==> src/rtl/wb_ic_pkg.sv <==
// ---------------------------------------------------------------------------
// wb_ic_pkg
//   Shared types for the Wishbone 1-to-N interconnect.
//   - state_t      : transaction FSM states (IDLE / ACTIVE / RESP)
//   - resp_kind_t  : kind of response returned to the master
//   - ERR_CNT_WIDTH: width of the saturating error statistics counter
//   - is_err()     : true for every response kind that is an error
//   - sat_inc()    : saturating increment for the error counter
// ---------------------------------------------------------------------------
package wb_ic_pkg;

    localparam int unsigned ERR_CNT_WIDTH = 16;

    typedef enum logic [1:0] {
        IDLE,
        ACTIVE,
        RESP
    } state_t;

    typedef enum logic [1:0] {
        ACK,
        ERR_DECODE,
        ERR_TIMEOUT,
        ERR_SLAVE
    } resp_kind_t;

    function automatic logic is_err(input resp_kind_t kind);
        return kind != ACK;
    endfunction

    function automatic logic [ERR_CNT_WIDTH-1:0] sat_inc(input logic [ERR_CNT_WIDTH-1:0] v);
        return (v == '1) ? v : v + 1'b1;
    endfunction

endpackage

==> src/rtl/wb_interconnect_1ton_if.sv <==
// ---------------------------------------------------------------------------
// wb_interconnect_1ton_if
//   Bus bundle around the 1-to-N interconnect: the upstream master port
//   (wbm_*) and the broadcast / per-slave downstream ports (wbs_*).
//   Signal names are taken from the interconnect's point of view.
//   Modports:
//     slave  - the interconnect itself (a slave to the upstream master,
//              driving the downstream slave ports)
//     master - the surrounding system: upstream master plus peripherals
// ---------------------------------------------------------------------------
interface wb_interconnect_1ton_if #(
    parameter int unsigned NUM_SLAVES = 5,
    parameter int unsigned ADDR_WIDTH = 32,
    parameter int unsigned DATA_WIDTH = 32
);
    localparam int unsigned SEL_WIDTH = DATA_WIDTH / 8;

    // upstream master side
    logic [ADDR_WIDTH-1:0]            wbm_adr_i;
    logic [DATA_WIDTH-1:0]            wbm_dat_i;
    logic                             wbm_we_i;
    logic [SEL_WIDTH-1:0]             wbm_sel_i;
    logic                             wbm_stb_i;
    logic                             wbm_cyc_i;
    logic [DATA_WIDTH-1:0]            wbm_dat_o;
    logic                             wbm_ack_o;
    logic                             wbm_err_o;

    // downstream slave side
    logic [ADDR_WIDTH-1:0]            wbs_adr_o;
    logic [DATA_WIDTH-1:0]            wbs_dat_o;
    logic                             wbs_we_o;
    logic [SEL_WIDTH-1:0]             wbs_sel_o;
    logic [NUM_SLAVES-1:0]            wbs_cyc_o;
    logic [NUM_SLAVES-1:0]            wbs_stb_o;
    logic [NUM_SLAVES*DATA_WIDTH-1:0] wbs_dat_i;
    logic [NUM_SLAVES-1:0]            wbs_ack_i;
    logic [NUM_SLAVES-1:0]            wbs_err_i;

    modport slave (
        input  wbm_adr_i, wbm_dat_i, wbm_we_i, wbm_sel_i, wbm_stb_i, wbm_cyc_i,
        output wbm_dat_o, wbm_ack_o, wbm_err_o,
        output wbs_adr_o, wbs_dat_o, wbs_we_o, wbs_sel_o, wbs_cyc_o, wbs_stb_o,
        input  wbs_dat_i, wbs_ack_i, wbs_err_i
    );

    modport master (
        output wbm_adr_i, wbm_dat_i, wbm_we_i, wbm_sel_i, wbm_stb_i, wbm_cyc_i,
        input  wbm_dat_o, wbm_ack_o, wbm_err_o,
        input  wbs_adr_o, wbs_dat_o, wbs_we_o, wbs_sel_o, wbs_cyc_o, wbs_stb_o,
        output wbs_dat_i, wbs_ack_i, wbs_err_i
    );

endinterface

==> src/rtl/wb_ic_addr_decoder.sv <==
// ---------------------------------------------------------------------------
// wb_ic_addr_decoder
//   Combinational base/mask address decoder. Slave i hits when
//   (adr & mask_i) == base_i. On overlapping windows the lowest index wins,
//   so hit_onehot always has at most one bit set.
//   Ports:
//     adr        in   address to decode
//     hit_onehot out  one-hot selected slave (all zero on a miss)
//     hit        out  any slave selected
// ---------------------------------------------------------------------------
module wb_ic_addr_decoder #(
    parameter int unsigned                       NUM_SLAVES = 5,
    parameter int unsigned                       ADDR_WIDTH = 32,
    parameter logic [NUM_SLAVES*ADDR_WIDTH-1:0] SLAVE_BASE = '0,
    parameter logic [NUM_SLAVES*ADDR_WIDTH-1:0] SLAVE_MASK = '0
) (
    input  logic [ADDR_WIDTH-1:0] adr,
    output logic [NUM_SLAVES-1:0] hit_onehot,
    output logic                  hit
);

    always_comb begin
        hit_onehot = '0;
        hit        = 1'b0;
        for (int unsigned i = 0; i < NUM_SLAVES; i++) begin
            if (!hit &&
                ((adr & SLAVE_MASK[i*ADDR_WIDTH +: ADDR_WIDTH]) ==
                 SLAVE_BASE[i*ADDR_WIDTH +: ADDR_WIDTH])) begin
                hit_onehot[i] = 1'b1;
                hit           = 1'b1;
            end
        end
    end

endmodule

==> src/rtl/wb_interconnect_1ton.sv <==
// ---------------------------------------------------------------------------
// wb_interconnect_1ton
//   Single-master, N-slave Wishbone classic interconnect with registered
//   strobes, a per-transaction timeout watchdog, decode-error responses and
//   saturating error statistics.
//   Ports:
//     i_clk          in   system clock
//     i_rst_n        in   asynchronous active-low reset
//     bus            if   master + per-slave Wishbone signals (slave modport)
//     o_err_count    out  saturating count of decode/timeout/slave errors
//     o_last_err_adr out  address of the most recent error
//     o_busy         out  transaction in flight (state != IDLE)
// ---------------------------------------------------------------------------
module wb_interconnect_1ton
    import wb_ic_pkg::*;
#(
    parameter int unsigned                       NUM_SLAVES     = 5,
    parameter int unsigned                       ADDR_WIDTH     = 32,
    parameter int unsigned                       DATA_WIDTH     = 32,
    parameter int unsigned                       SEL_WIDTH      = DATA_WIDTH / 8,
    parameter logic [NUM_SLAVES*ADDR_WIDTH-1:0] SLAVE_BASE     =
        {32'h500, 32'h400, 32'h300, 32'h200, 32'h000},
    parameter logic [NUM_SLAVES*ADDR_WIDTH-1:0] SLAVE_MASK     =
        {32'hFFFFFF00, 32'hFFFFFFFC, 32'hFFFFFF00, 32'hFFFFFF00, 32'hFFFFFF00},
    parameter int unsigned                       TIMEOUT_CYCLES = 255
) (
    input  logic                     i_clk,
    input  logic                     i_rst_n,
    wb_interconnect_1ton_if.slave    bus,
    output logic [ERR_CNT_WIDTH-1:0] o_err_count,
    output logic [ADDR_WIDTH-1:0]    o_last_err_adr,
    output logic                     o_busy
);

    localparam int unsigned TMO_WIDTH = $clog2(TIMEOUT_CYCLES);
    localparam logic [TMO_WIDTH-1:0] TMO_LAST = TMO_WIDTH'(TIMEOUT_CYCLES - 1);

    state_t                   state_q, state_d;
    logic [TMO_WIDTH-1:0]     tmo_q, tmo_d;
    logic [ADDR_WIDTH-1:0]    adr_q, adr_d;
    logic [DATA_WIDTH-1:0]    wdat_q, wdat_d;
    logic                     we_q, we_d;
    logic [SEL_WIDTH-1:0]     sel_q, sel_d;
    logic [NUM_SLAVES-1:0]    stb_q, stb_d;
    logic                     ack_q, ack_d;
    logic                     err_q, err_d;
    logic [DATA_WIDTH-1:0]    rdat_q, rdat_d;
    logic [ERR_CNT_WIDTH-1:0] err_cnt_q, err_cnt_d;
    logic [ADDR_WIDTH-1:0]    last_err_q, last_err_d;
    logic                     busy_q;

    logic [NUM_SLAVES-1:0]    dec_onehot;
    logic                     dec_hit;
    logic                     sel_ack;
    logic                     sel_err;
    logic [DATA_WIDTH-1:0]    sel_rdat;
    logic                     respond;
    resp_kind_t               resp_kind;
    logic [ADDR_WIDTH-1:0]    err_adr;

    // Decode on the live master address: the request is accepted in the same
    // cycle the fields are latched.
    wb_ic_addr_decoder #(
        .NUM_SLAVES (NUM_SLAVES),
        .ADDR_WIDTH (ADDR_WIDTH),
        .SLAVE_BASE (SLAVE_BASE),
        .SLAVE_MASK (SLAVE_MASK)
    ) u_decoder (
        .adr        (bus.wbm_adr_i),
        .hit_onehot (dec_onehot),
        .hit        (dec_hit)
    );

    // The registered one-hot strobe doubles as the response-mux select, so
    // responses from unselected slaves never reach the FSM.
    assign sel_ack = |(bus.wbs_ack_i & stb_q);
    assign sel_err = |(bus.wbs_err_i & stb_q);

    always_comb begin
        sel_rdat = '0;
        for (int unsigned i = 0; i < NUM_SLAVES; i++) begin
            if (stb_q[i]) begin
                sel_rdat = sel_rdat | bus.wbs_dat_i[i*DATA_WIDTH +: DATA_WIDTH];
            end
        end
    end

    always_comb begin
        state_d    = state_q;
        tmo_d      = tmo_q;
        adr_d      = adr_q;
        wdat_d     = wdat_q;
        we_d       = we_q;
        sel_d      = sel_q;
        stb_d      = stb_q;
        ack_d      = 1'b0;
        err_d      = 1'b0;
        rdat_d     = rdat_q;
        err_cnt_d  = err_cnt_q;
        last_err_d = last_err_q;
        respond    = 1'b0;
        resp_kind  = ACK;
        err_adr    = adr_q;

        case (state_q)
            IDLE: begin
                stb_d = '0;
                if (bus.wbm_cyc_i && bus.wbm_stb_i) begin
                    adr_d   = bus.wbm_adr_i;
                    wdat_d  = bus.wbm_dat_i;
                    we_d    = bus.wbm_we_i;
                    sel_d   = bus.wbm_sel_i;
                    err_adr = bus.wbm_adr_i;
                    if (dec_hit) begin
                        stb_d   = dec_onehot;
                        tmo_d   = '0;
                        state_d = ACTIVE;
                    end else begin
                        respond   = 1'b1;
                        resp_kind = ERR_DECODE;
                    end
                end
            end

            ACTIVE: begin
                // Priority: abort, slave err, slave ack, timeout.
                if (!bus.wbm_cyc_i) begin
                    stb_d   = '0;
                    state_d = IDLE;
                end else if (sel_err) begin
                    respond   = 1'b1;
                    resp_kind = ERR_SLAVE;
                end else if (sel_ack) begin
                    respond   = 1'b1;
                    resp_kind = ACK;
                end else if (tmo_q == TMO_LAST) begin
                    respond   = 1'b1;
                    resp_kind = ERR_TIMEOUT;
                end else begin
                    tmo_d = tmo_q + 1'b1;
                end
            end

            RESP: begin
                stb_d   = '0;
                state_d = IDLE;
            end

            default: begin
                stb_d   = '0;
                state_d = IDLE;
            end
        endcase

        if (respond) begin
            state_d = RESP;
            stb_d   = '0;
            if (is_err(resp_kind)) begin
                err_d      = 1'b1;
                rdat_d     = '0;
                err_cnt_d  = sat_inc(err_cnt_q);
                last_err_d = err_adr;
            end else begin
                ack_d  = 1'b1;
                rdat_d = sel_rdat;
            end
        end
    end

    always_ff @(posedge i_clk or negedge i_rst_n) begin
        if (!i_rst_n) begin
            state_q    <= IDLE;
            tmo_q      <= '0;
            adr_q      <= '0;
            wdat_q     <= '0;
            we_q       <= 1'b0;
            sel_q      <= '0;
            stb_q      <= '0;
            ack_q      <= 1'b0;
            err_q      <= 1'b0;
            rdat_q     <= '0;
            err_cnt_q  <= '0;
            last_err_q <= '0;
            busy_q     <= 1'b0;
        end else begin
            state_q    <= state_d;
            tmo_q      <= tmo_d;
            adr_q      <= adr_d;
            wdat_q     <= wdat_d;
            we_q       <= we_d;
            sel_q      <= sel_d;
            stb_q      <= stb_d;
            ack_q      <= ack_d;
            err_q      <= err_d;
            rdat_q     <= rdat_d;
            err_cnt_q  <= err_cnt_d;
            last_err_q <= last_err_d;
            busy_q     <= (state_d != IDLE);
        end
    end

    assign bus.wbm_dat_o  = rdat_q;
    assign bus.wbm_ack_o  = ack_q;
    assign bus.wbm_err_o  = err_q;
    assign bus.wbs_adr_o  = adr_q;
    assign bus.wbs_dat_o  = wdat_q;
    assign bus.wbs_we_o   = we_q;
    assign bus.wbs_sel_o  = sel_q;
    assign bus.wbs_cyc_o  = stb_q;
    assign bus.wbs_stb_o  = stb_q;
    assign o_err_count    = err_cnt_q;
    assign o_last_err_adr = last_err_q;
    assign o_busy         = busy_q;

endmodule
==> src/flat_wrapper.sv <==
// flat-port wrapper written by rule: the top's interface ports become plain ports
module wb_interconnect_1ton_flat import wb_ic_pkg::*;
#(
    parameter int unsigned                       NUM_SLAVES     = 5,
    parameter int unsigned                       ADDR_WIDTH     = 32,
    parameter int unsigned                       DATA_WIDTH     = 32,
    parameter int unsigned                       SEL_WIDTH      = DATA_WIDTH / 8,
    parameter logic [NUM_SLAVES*ADDR_WIDTH-1:0] SLAVE_BASE     =
        {32'h500, 32'h400, 32'h300, 32'h200, 32'h000},
    parameter logic [NUM_SLAVES*ADDR_WIDTH-1:0] SLAVE_MASK     =
        {32'hFFFFFF00, 32'hFFFFFFFC, 32'hFFFFFF00, 32'hFFFFFF00, 32'hFFFFFF00},
    parameter int unsigned                       TIMEOUT_CYCLES = 255
)
  (i_clk, i_rst_n, o_err_count, o_last_err_adr, o_busy, bus_wbm_adr_i, bus_wbm_dat_i, bus_wbm_we_i, bus_wbm_sel_i, bus_wbm_stb_i, bus_wbm_cyc_i, bus_wbm_dat_o, bus_wbm_ack_o, bus_wbm_err_o, bus_wbs_adr_o, bus_wbs_dat_o, bus_wbs_we_o, bus_wbs_sel_o, bus_wbs_cyc_o, bus_wbs_stb_o, bus_wbs_dat_i, bus_wbs_ack_i, bus_wbs_err_i);
  wb_interconnect_1ton_if #(.NUM_SLAVES(NUM_SLAVES), .ADDR_WIDTH(ADDR_WIDTH), .DATA_WIDTH(DATA_WIDTH)) bus_i ();
  input  logic i_clk;
  input  logic i_rst_n;
  output logic [ERR_CNT_WIDTH-1:0] o_err_count;
  output logic [ADDR_WIDTH-1:0] o_last_err_adr;
  output logic o_busy;
  input wire logic [$bits(bus_i.wbm_adr_i)-1:0] bus_wbm_adr_i;
  input wire logic [$bits(bus_i.wbm_dat_i)-1:0] bus_wbm_dat_i;
  input wire logic [$bits(bus_i.wbm_we_i)-1:0] bus_wbm_we_i;
  input wire logic [$bits(bus_i.wbm_sel_i)-1:0] bus_wbm_sel_i;
  input wire logic [$bits(bus_i.wbm_stb_i)-1:0] bus_wbm_stb_i;
  input wire logic [$bits(bus_i.wbm_cyc_i)-1:0] bus_wbm_cyc_i;
  output wire logic [$bits(bus_i.wbm_dat_o)-1:0] bus_wbm_dat_o;
  output wire logic [$bits(bus_i.wbm_ack_o)-1:0] bus_wbm_ack_o;
  output wire logic [$bits(bus_i.wbm_err_o)-1:0] bus_wbm_err_o;
  output wire logic [$bits(bus_i.wbs_adr_o)-1:0] bus_wbs_adr_o;
  output wire logic [$bits(bus_i.wbs_dat_o)-1:0] bus_wbs_dat_o;
  output wire logic [$bits(bus_i.wbs_we_o)-1:0] bus_wbs_we_o;
  output wire logic [$bits(bus_i.wbs_sel_o)-1:0] bus_wbs_sel_o;
  output wire logic [$bits(bus_i.wbs_cyc_o)-1:0] bus_wbs_cyc_o;
  output wire logic [$bits(bus_i.wbs_stb_o)-1:0] bus_wbs_stb_o;
  input wire logic [$bits(bus_i.wbs_dat_i)-1:0] bus_wbs_dat_i;
  input wire logic [$bits(bus_i.wbs_ack_i)-1:0] bus_wbs_ack_i;
  input wire logic [$bits(bus_i.wbs_err_i)-1:0] bus_wbs_err_i;
  assign bus_i.wbm_adr_i = bus_wbm_adr_i;
  assign bus_i.wbm_dat_i = bus_wbm_dat_i;
  assign bus_i.wbm_we_i = bus_wbm_we_i;
  assign bus_i.wbm_sel_i = bus_wbm_sel_i;
  assign bus_i.wbm_stb_i = bus_wbm_stb_i;
  assign bus_i.wbm_cyc_i = bus_wbm_cyc_i;
  assign bus_wbm_dat_o = bus_i.wbm_dat_o;
  assign bus_wbm_ack_o = bus_i.wbm_ack_o;
  assign bus_wbm_err_o = bus_i.wbm_err_o;
  assign bus_wbs_adr_o = bus_i.wbs_adr_o;
  assign bus_wbs_dat_o = bus_i.wbs_dat_o;
  assign bus_wbs_we_o = bus_i.wbs_we_o;
  assign bus_wbs_sel_o = bus_i.wbs_sel_o;
  assign bus_wbs_cyc_o = bus_i.wbs_cyc_o;
  assign bus_wbs_stb_o = bus_i.wbs_stb_o;
  assign bus_i.wbs_dat_i = bus_wbs_dat_i;
  assign bus_i.wbs_ack_i = bus_wbs_ack_i;
  assign bus_i.wbs_err_i = bus_wbs_err_i;
  wb_interconnect_1ton #(.NUM_SLAVES(NUM_SLAVES), .ADDR_WIDTH(ADDR_WIDTH), .DATA_WIDTH(DATA_WIDTH), .SEL_WIDTH(SEL_WIDTH), .SLAVE_BASE(SLAVE_BASE), .SLAVE_MASK(SLAVE_MASK), .TIMEOUT_CYCLES(TIMEOUT_CYCLES)) u_core (.i_clk(i_clk), .i_rst_n(i_rst_n), .bus(bus_i), .o_err_count(o_err_count), .o_last_err_adr(o_last_err_adr), .o_busy(o_busy));
endmodule
==> config.mk <==
export PLATFORM = sky130hd
export DESIGN_NAME = wb_interconnect_1ton_flat
export DESIGN_NICKNAME = d
export VERILOG_FILES = /design/src/rtl/wb_ic_pkg.sv /design/src/rtl/wb_interconnect_1ton_if.sv /design/src/rtl/wb_ic_addr_decoder.sv /design/src/rtl/wb_interconnect_1ton.sv /design/src/flat_wrapper.sv
export SDC_FILE = /design/constraint.sdc
export NUM_CORES = 1
export LEC_CHECK = 0
export BUFFER_PORTS_ARGS = -buffer_cell sky130_fd_sc_hd__buf_2
export CAP_MARGIN = 15
export CORE_AREA = 3 3 155 157
export DETAILED_ROUTE_END_ITERATION = 10
export DIE_AREA = 0 0 158 160
export SYNTH_ARGS = -nofsm -noshare
export SYNTH_HDL_FRONTEND = slang
export SYNTH_SLANG_ARGS = --single-unit
==> constraint.sdc <==
create_clock -name i_clk -period 3.2 [get_ports i_clk]
set_input_delay 0.64 -clock i_clk [delete_from_list [all_inputs] [get_ports i_clk]]
set_output_delay 0.64 -clock i_clk [all_outputs]
set_load 0.005 [all_outputs]
* Yosys cells after proc, flatten, opt, wreduce, memory -nomap -nowiden
Index checks and enable logic that the tools add are counted.
** Storage, ports and cells
- Register bits :: 167
- Bits of input ports :: 243
- Output and inout port bits :: 162
- Word-level logic and storage cells :: 108
** Operators by class
- Add/sub/neg operators :: 2
- Equality and inequality tests :: 14
- Multiplexer cells :: 52
- Bitwise gates (word level) :: 7
- Reduce and logical (&&, ||, !) cells :: 20
** Operator list (count)
- two-way mux 32 bit :: 8
- bitwise OR 32 bit :: 4
- == test 24 x 2 -> 1 bit (second input constant) :: 2
- two-way mux 8 bit :: 6
- logical NOT 32 bit :: 1
- == test 30 x 9 -> 1 bit (second input constant) :: 1
- == test 24 x 3 -> 1 bit (second input constant) :: 1
- two-way mux 1 bit :: 20
- two-way mux 5 bit :: 4
- two-way mux 2 bit :: 9
- adder 16 x 1 -> 16 bit (second input constant) :: 1
- == test 16 bit (second input constant) :: 1
- case mux 8 bit (2 select lines) :: 1
- AND 5 bit :: 2
- case mux 5 bit (2 select lines) :: 1
- OR reduction 5 bit :: 2
- adder 8 x 1 -> 8 bit (second input constant) :: 1
- == test 8 bit (second input constant) :: 1
- inequality test 2 bit (second input constant) :: 4
- case mux 2 bit (2 select lines) :: 2
- AND reduction 7 bit :: 1
- nonzero test 2 bit :: 3
- logical AND 1 bit :: 5
- logical NOT 1 bit :: 4
- other kinds (8) :: 10

* Logic depth before layout (Yosys ltp)
- Word-level depth :: 20
- Mapped depth :: 8
- Depth with buffers taken out :: 7

* Cells and area by module
Synthesis repeated with hierarchy kept, for this count alone.
** Second synthesis, totals
- Cell total of the unflattened synthesis :: 581
- Area, all modules :: 7574.8 um^2
** By module, submodules not included
- wb_interconnect_1ton :: times used 1, cells an instance 556, area each 7385.8 um^2, seq. area each 4179.0 um^2
- wb_ic_addr_decoder :: times used 1, cells an instance 25, area each 188.9 um^2, seq. area each 0.0 um^2

* Least setup slack after synthesis
Ideal clock, no wire load.
- Path type :: input-to-reg
- From :: in bus_wbm_adr_i[4]
- To :: reg u_core.last_err_q[4] (netlist: u_core.o_last_err_adr[4])
- Setup time :: 0.125 ns
- Data arrival time :: 2.335 ns
- Required time :: 3.075 ns
- Path slack :: 0.740 ns
- Cell stages on the path :: 7
- Buffers on the path :: 1
- Path through :: or4_1 > nor3_1 > o311a_1 > a21oi_2 > nor2_4 > buf_6 > mux2_2
** Between the ends
- Word-level cells in the longest chain between the ends :: 11
- Elaborated cells on any way between the ends :: 16
- Those cells by class :: eq/ne: 1; mux: 10; reduce/logical: 5
** Ends and longest elaborated chain
- start: declaration :: RTL line flat_wrapper.sv:21 : input wire logic [$bits(bus_i.wbm_adr_i)-1:0] bus_wbm_adr_i;
- == test 30 x 9 -> 1 bit :: RTL line wb_ic_addr_decoder.sv:27 : ((adr & SLAVE_MASK[i*ADDR_WIDTH +: ADDR_WIDTH]) ==
- logical AND 1 bit :: RTL line wb_ic_addr_decoder.sv:26 : if (!hit &&
- two-way mux 1 bit :: RTL line wb_ic_addr_decoder.sv:26
- logical NOT 1 bit :: RTL line wb_ic_addr_decoder.sv:26
- logical AND 1 bit :: RTL line wb_ic_addr_decoder.sv:26
- two-way mux 1 bit :: RTL line wb_ic_addr_decoder.sv:26
- two-way mux 1 bit :: RTL line wb_interconnect_1ton.sv:114 : if (dec_hit) begin
- two-way mux 2 bit :: RTL line wb_interconnect_1ton.sv:108 : if (bus.wbm_cyc_i && bus.wbm_stb_i) begin
- case mux 2 bit (2 select lines) :: RTL line wb_interconnect_1ton.sv:105 : case (state_q)
- nonzero test 2 bit :: RTL line wb_ic_pkg.sv:28 : return kind != ACK;
- AND reduction 2 bit (no source line)
- end signal: assignment :: RTL line wb_interconnect_1ton.sv:197 : last_err_q <= last_err_d;
- end: declaration :: RTL line wb_interconnect_1ton.sv:49 : logic [ADDR_WIDTH-1:0] last_err_q, last_err_d;
Several ways; a longest one is shown, not always the timed one.
A chain may end at the register's enable or synchronous reset.

* Worst setup path after layout
- From :: in bus_wbm_adr_i[4]
- To :: reg u_core.tmo_q[1]
** Between the ends
- Word-level cells in the longest chain between the ends :: 8
** Ends and longest elaborated chain
- == test 30 x 9 -> 1 bit (*) :: RTL line wb_ic_addr_decoder.sv:27
- logical AND 1 bit (*) :: RTL line wb_ic_addr_decoder.sv:26
- two-way mux 1 bit (*) :: RTL line wb_ic_addr_decoder.sv:26
- logical NOT 1 bit :: RTL line wb_ic_addr_decoder.sv:26
- logical AND 1 bit :: RTL line wb_ic_addr_decoder.sv:26
- two-way mux 1 bit (*) :: RTL line wb_ic_addr_decoder.sv:26
- inequality test 2 x 1 -> 1 bit (no source line) (*)
- AND reduction 7 bit (no source line) (*)
- end signal: assignment :: RTL line wb_interconnect_1ton.sv:187 : tmo_q <= tmo_d;
- end: declaration :: RTL line wb_interconnect_1ton.sv:39 : logic [TMO_WIDTH-1:0] tmo_q, tmo_d;
Every way passes the cells marked *; elsewhere a longest branch is shown, timed or not.

==> flow_summary.toml <==
[synth]
synth_edf_count = 0
synth_ff_type = "dfrtp_1"
ys.warnings.count = 0
synth.distinct_cells = 50
yosysSeqAreaShare = 0.5573
synth.largest_area_cell = "dfrtp_1"
syn-num-nets = 970
netlist_area_mm2 = 0.007498
synthTopCellsByArea = "dfrtp_1 (56%), nand2_1 (12%), a222oi_1 (4.5%)"
avgSynthCellArea_um2 = 10.36
synth_seq_cells = 167
synth_top_area_frac = 0.5573
async_flop_share = 1.000
syn_inst = 724

[clock_network]
cts-root-buf = "clkbuf_16"
cts_buffer_depth = 2
holdBufCountCts = 0
htree_num_levels = 4
path_clk_slew_ns = 0.07
post_cts_buffers = 0
cts_buffers = 17
cts_sinks = 167
tritoncts = "built"
clk_latency_ns = 0.42
cts-resized-gates = 0

[worst_setup_path]
path_cells = "buf_2 > or4_1 > nor3_1 > o311a_1 > a21oi_2 > buf_4 > nor3_2 > mux2_2"
arrival_ns = 2.74
crit_family = "simple AND/OR/NAND/NOR gates"
slowest_delay_ns = 0.51
critPathSlowestCell = "or4_1"
end_kind = "register"
cp-start-kind = "input pin"
worstSetupPathType = "input pin to register"
cp.depth = 8
cp.required_ns = 3.50
cp_max_fo = 8
crit_buf_inv = 2
reg2reg_depth = 6

[grt]
grt_use_met1 = 0.2529
grt_max_degree = 67
grt_pass1_wl_mm = 41.17
grt_util_met3 = 0.05908
grt_pass1_vias = 7167
antenna_found_initial = 9
overflow = 0
grt_busiest_layer = "met2"
gr-usage-met2 = 0.3546
grtUsageTotal = 0.2095

[status]
outcome = "complete, no violations"

[placed_design]
postPlaceCellArea_mm2 = 0.009891
io_buffer_count = 404
hpwl_mm = 20.93
routabilityCongestion = 0.8427

[power_and_ir_drop]
vdd_drop_max_mv = 0.4088
leakage_nw = 5.822
design_power_total_mw = 6.402
power_density_mw_per_mm2 = 604.7

[floorplan]
die_h_um = 160
core_area_mm2 = 0.02264
initial_utilization = 0.3312
die_x_um = 158
die-area_mm2 = 0.02528
rows = 55
ios = 405

[timing]
slew_viol_final = 0
final-setup-viol-count = 0
tightest_slew_ns = 0.5751
timing.fmax_mhz = 410.4
fin_setup_tns_ns = 0
skew_ns = 0.01236
hold_violations = 0
fin_crit_ns = 2.437
maxSlewHeadroom = 0.6156
rsz0062_at_grt = "no"
period_share = 0.7615

[routing]
drc_errors = 0
routed_wl_mm = 27.42
first_pass_iters = 7
ant_nets = 0
viasPerCell = 5.106
vias = 7246
first_iter_violations = 537
wire_per_inst_um = 19.33

[hold_path]
hp-class = "input pin to asynchronous set/reset pin"

[layout]
finalInstanceArea_mm2 = 0.01059
post-route-util = 0.4676
final_layout_size_suffix_gt1_frac = 0.4384
nNetsFinal = 1363
area_growth_pct = 41.18

[job]
max_cap_violations = 0
==> per-stage QoR <==
step	std cells	hold WS (ns)	setup WS, ns
2_1_floorplan	724	0.3444	0.7405
3_3_place_gp	1383	0.4532	0.4088
3_5_place_dp	1383	0.4567	0.3099
5_1_grt	1417	0.1507	0.6519
4_1_cts	1414	0.1424	0.7681
6_report	1419	0.1464	0.7634
==> state kept, by name, indices dropped and copies added (netlist names), 2 cells and up <==
signal and cells:
u_core.bus.wbs_sel_o 4, u_core.bus.wbm_dat_o 32, u_core.bus.wbs_adr_o 32, u_core.bus.wbs_dat_o 32, u_core.o_last_err_adr 32, u_core.bus.wbs_cyc_o 5, u_core.tmo_q 8, u_core.o_err_count 16
u_core.state_q 2
==> report_power, final <==
group	internal, mW	switching (mW)	total [mW]
combinational	0.622	0.613	1.24
sequential	2.50	0.246	2.75
clock	1.49	0.926	2.42
total	4.62	1.78	6.40
==> metal layers <==
| layer | vias to the layer above | routed length (µm) | share of wire |
|---|---|---|---|
| met5 | - | 13 | 0.00047 |
| met3 | 52 | 2318 | 0.085 |
| met1 | 3461 | 10810 | 0.39 |
| met4 | 2 | 726 | 0.026 |
| met2 | 334 | 13560 | 0.49 |
| li1 | 3397 | - | - |
==> cell usage after synthesis, drive strengths merged, types with 4 or more instances <==
master	number
nand2	248
dfrtp	167
clkbuf	40
mux2	35
a222oi	34
a22oi	34
a22o	33
nor2	16
buf	15
xnor2	15
and3	7
inv	7
nand4	7
o2111ai	7
o211ai	7
nor3	6
o41ai	6
nand3	4
nor4	4
o311ai	4
==> cells in the final DEF (no fill, tap or decap), types with 5 or more instances in the layout <==
| cell | count |
|---|---|
| xnor2_1 | 15 |
| inv_1 | 6 |
| mux2_2 | 22 |
| nand4_1 | 7 |
| a22o_1 | 33 |
| a22oi_1 | 34 |
| clkbuf_16 | 17 |
| nand2_1 | 248 |
| buf_4 | 20 |
| bufinv_16 | 6 |
| nor2_1 | 14 |
| buf_2 | 403 |
| mux2_1 | 13 |
| dfrtp_1 | 167 |
| diode_2 | 5 |
| buf_12 | 5 |
| o211ai_1 | 7 |
| and3_1 | 7 |
| o2111ai_1 | 7 |
| a222oi_1 | 34 |
==> cell type report <==
class / count / area, µm²
antenna: 5 / 12.51
clock buffer: 17 / 425.4
clock inverter: 14 / 257.7
fill: 2205 / 12050
inverter: 7 / 26.28
multi-input combinational: 495 / 3050
sequential: 167 / 4179
tap: 285 / 356.6
timing repair buffer: 429 / 2278
==> logic make-up after synthesis <==
kind of cell | Yosys count | share of synthesized area
AOI/OAI and AO/OA | 138 | 0.1592
xor gates and xnor gates | 15 | 0.01752
adders and majority gates | 3 | 0.005006
buffers and inverters | 62 | 0.03787
DFF | 167 | 0.5573
muxes | 35 | 0.05256
and+or+nand+nor | 304 | 0.1705
==> worst paths after layout <==
path | slack [ns] | endpoint | start
max reg2reg | 1.09 | u_core.o_err_count[1]$_DFFE_PN0P_ | u_core.state_q[1]$_DFF_PN0_
min reg2reg | 0.47 | u_core.bus.wbs_dat_o[11]$_DFFE_PN0P_ | u_core.bus.wbs_dat_o[11]$_DFFE_PN0P_
max | 0.76 | u_core.tmo_q[1]$_DFFE_PN0P_ | bus_wbm_adr_i[4]
min in group i_clk | 0.40 | u_core.bus.wbs_dat_o[18]$_DFFE_PN0P_ | bus_wbm_dat_i[18]
max in group asynchronous | 2.16 | u_core.bus.wbm_dat_o[23]$_DFFE_PN0N_ | i_rst_n
min | 0.15 | u_core.bus.wbs_adr_o[16]$_DFF_PN0_ | i_rst_n
No activity file was read; power rests on OpenSTA's default activity.
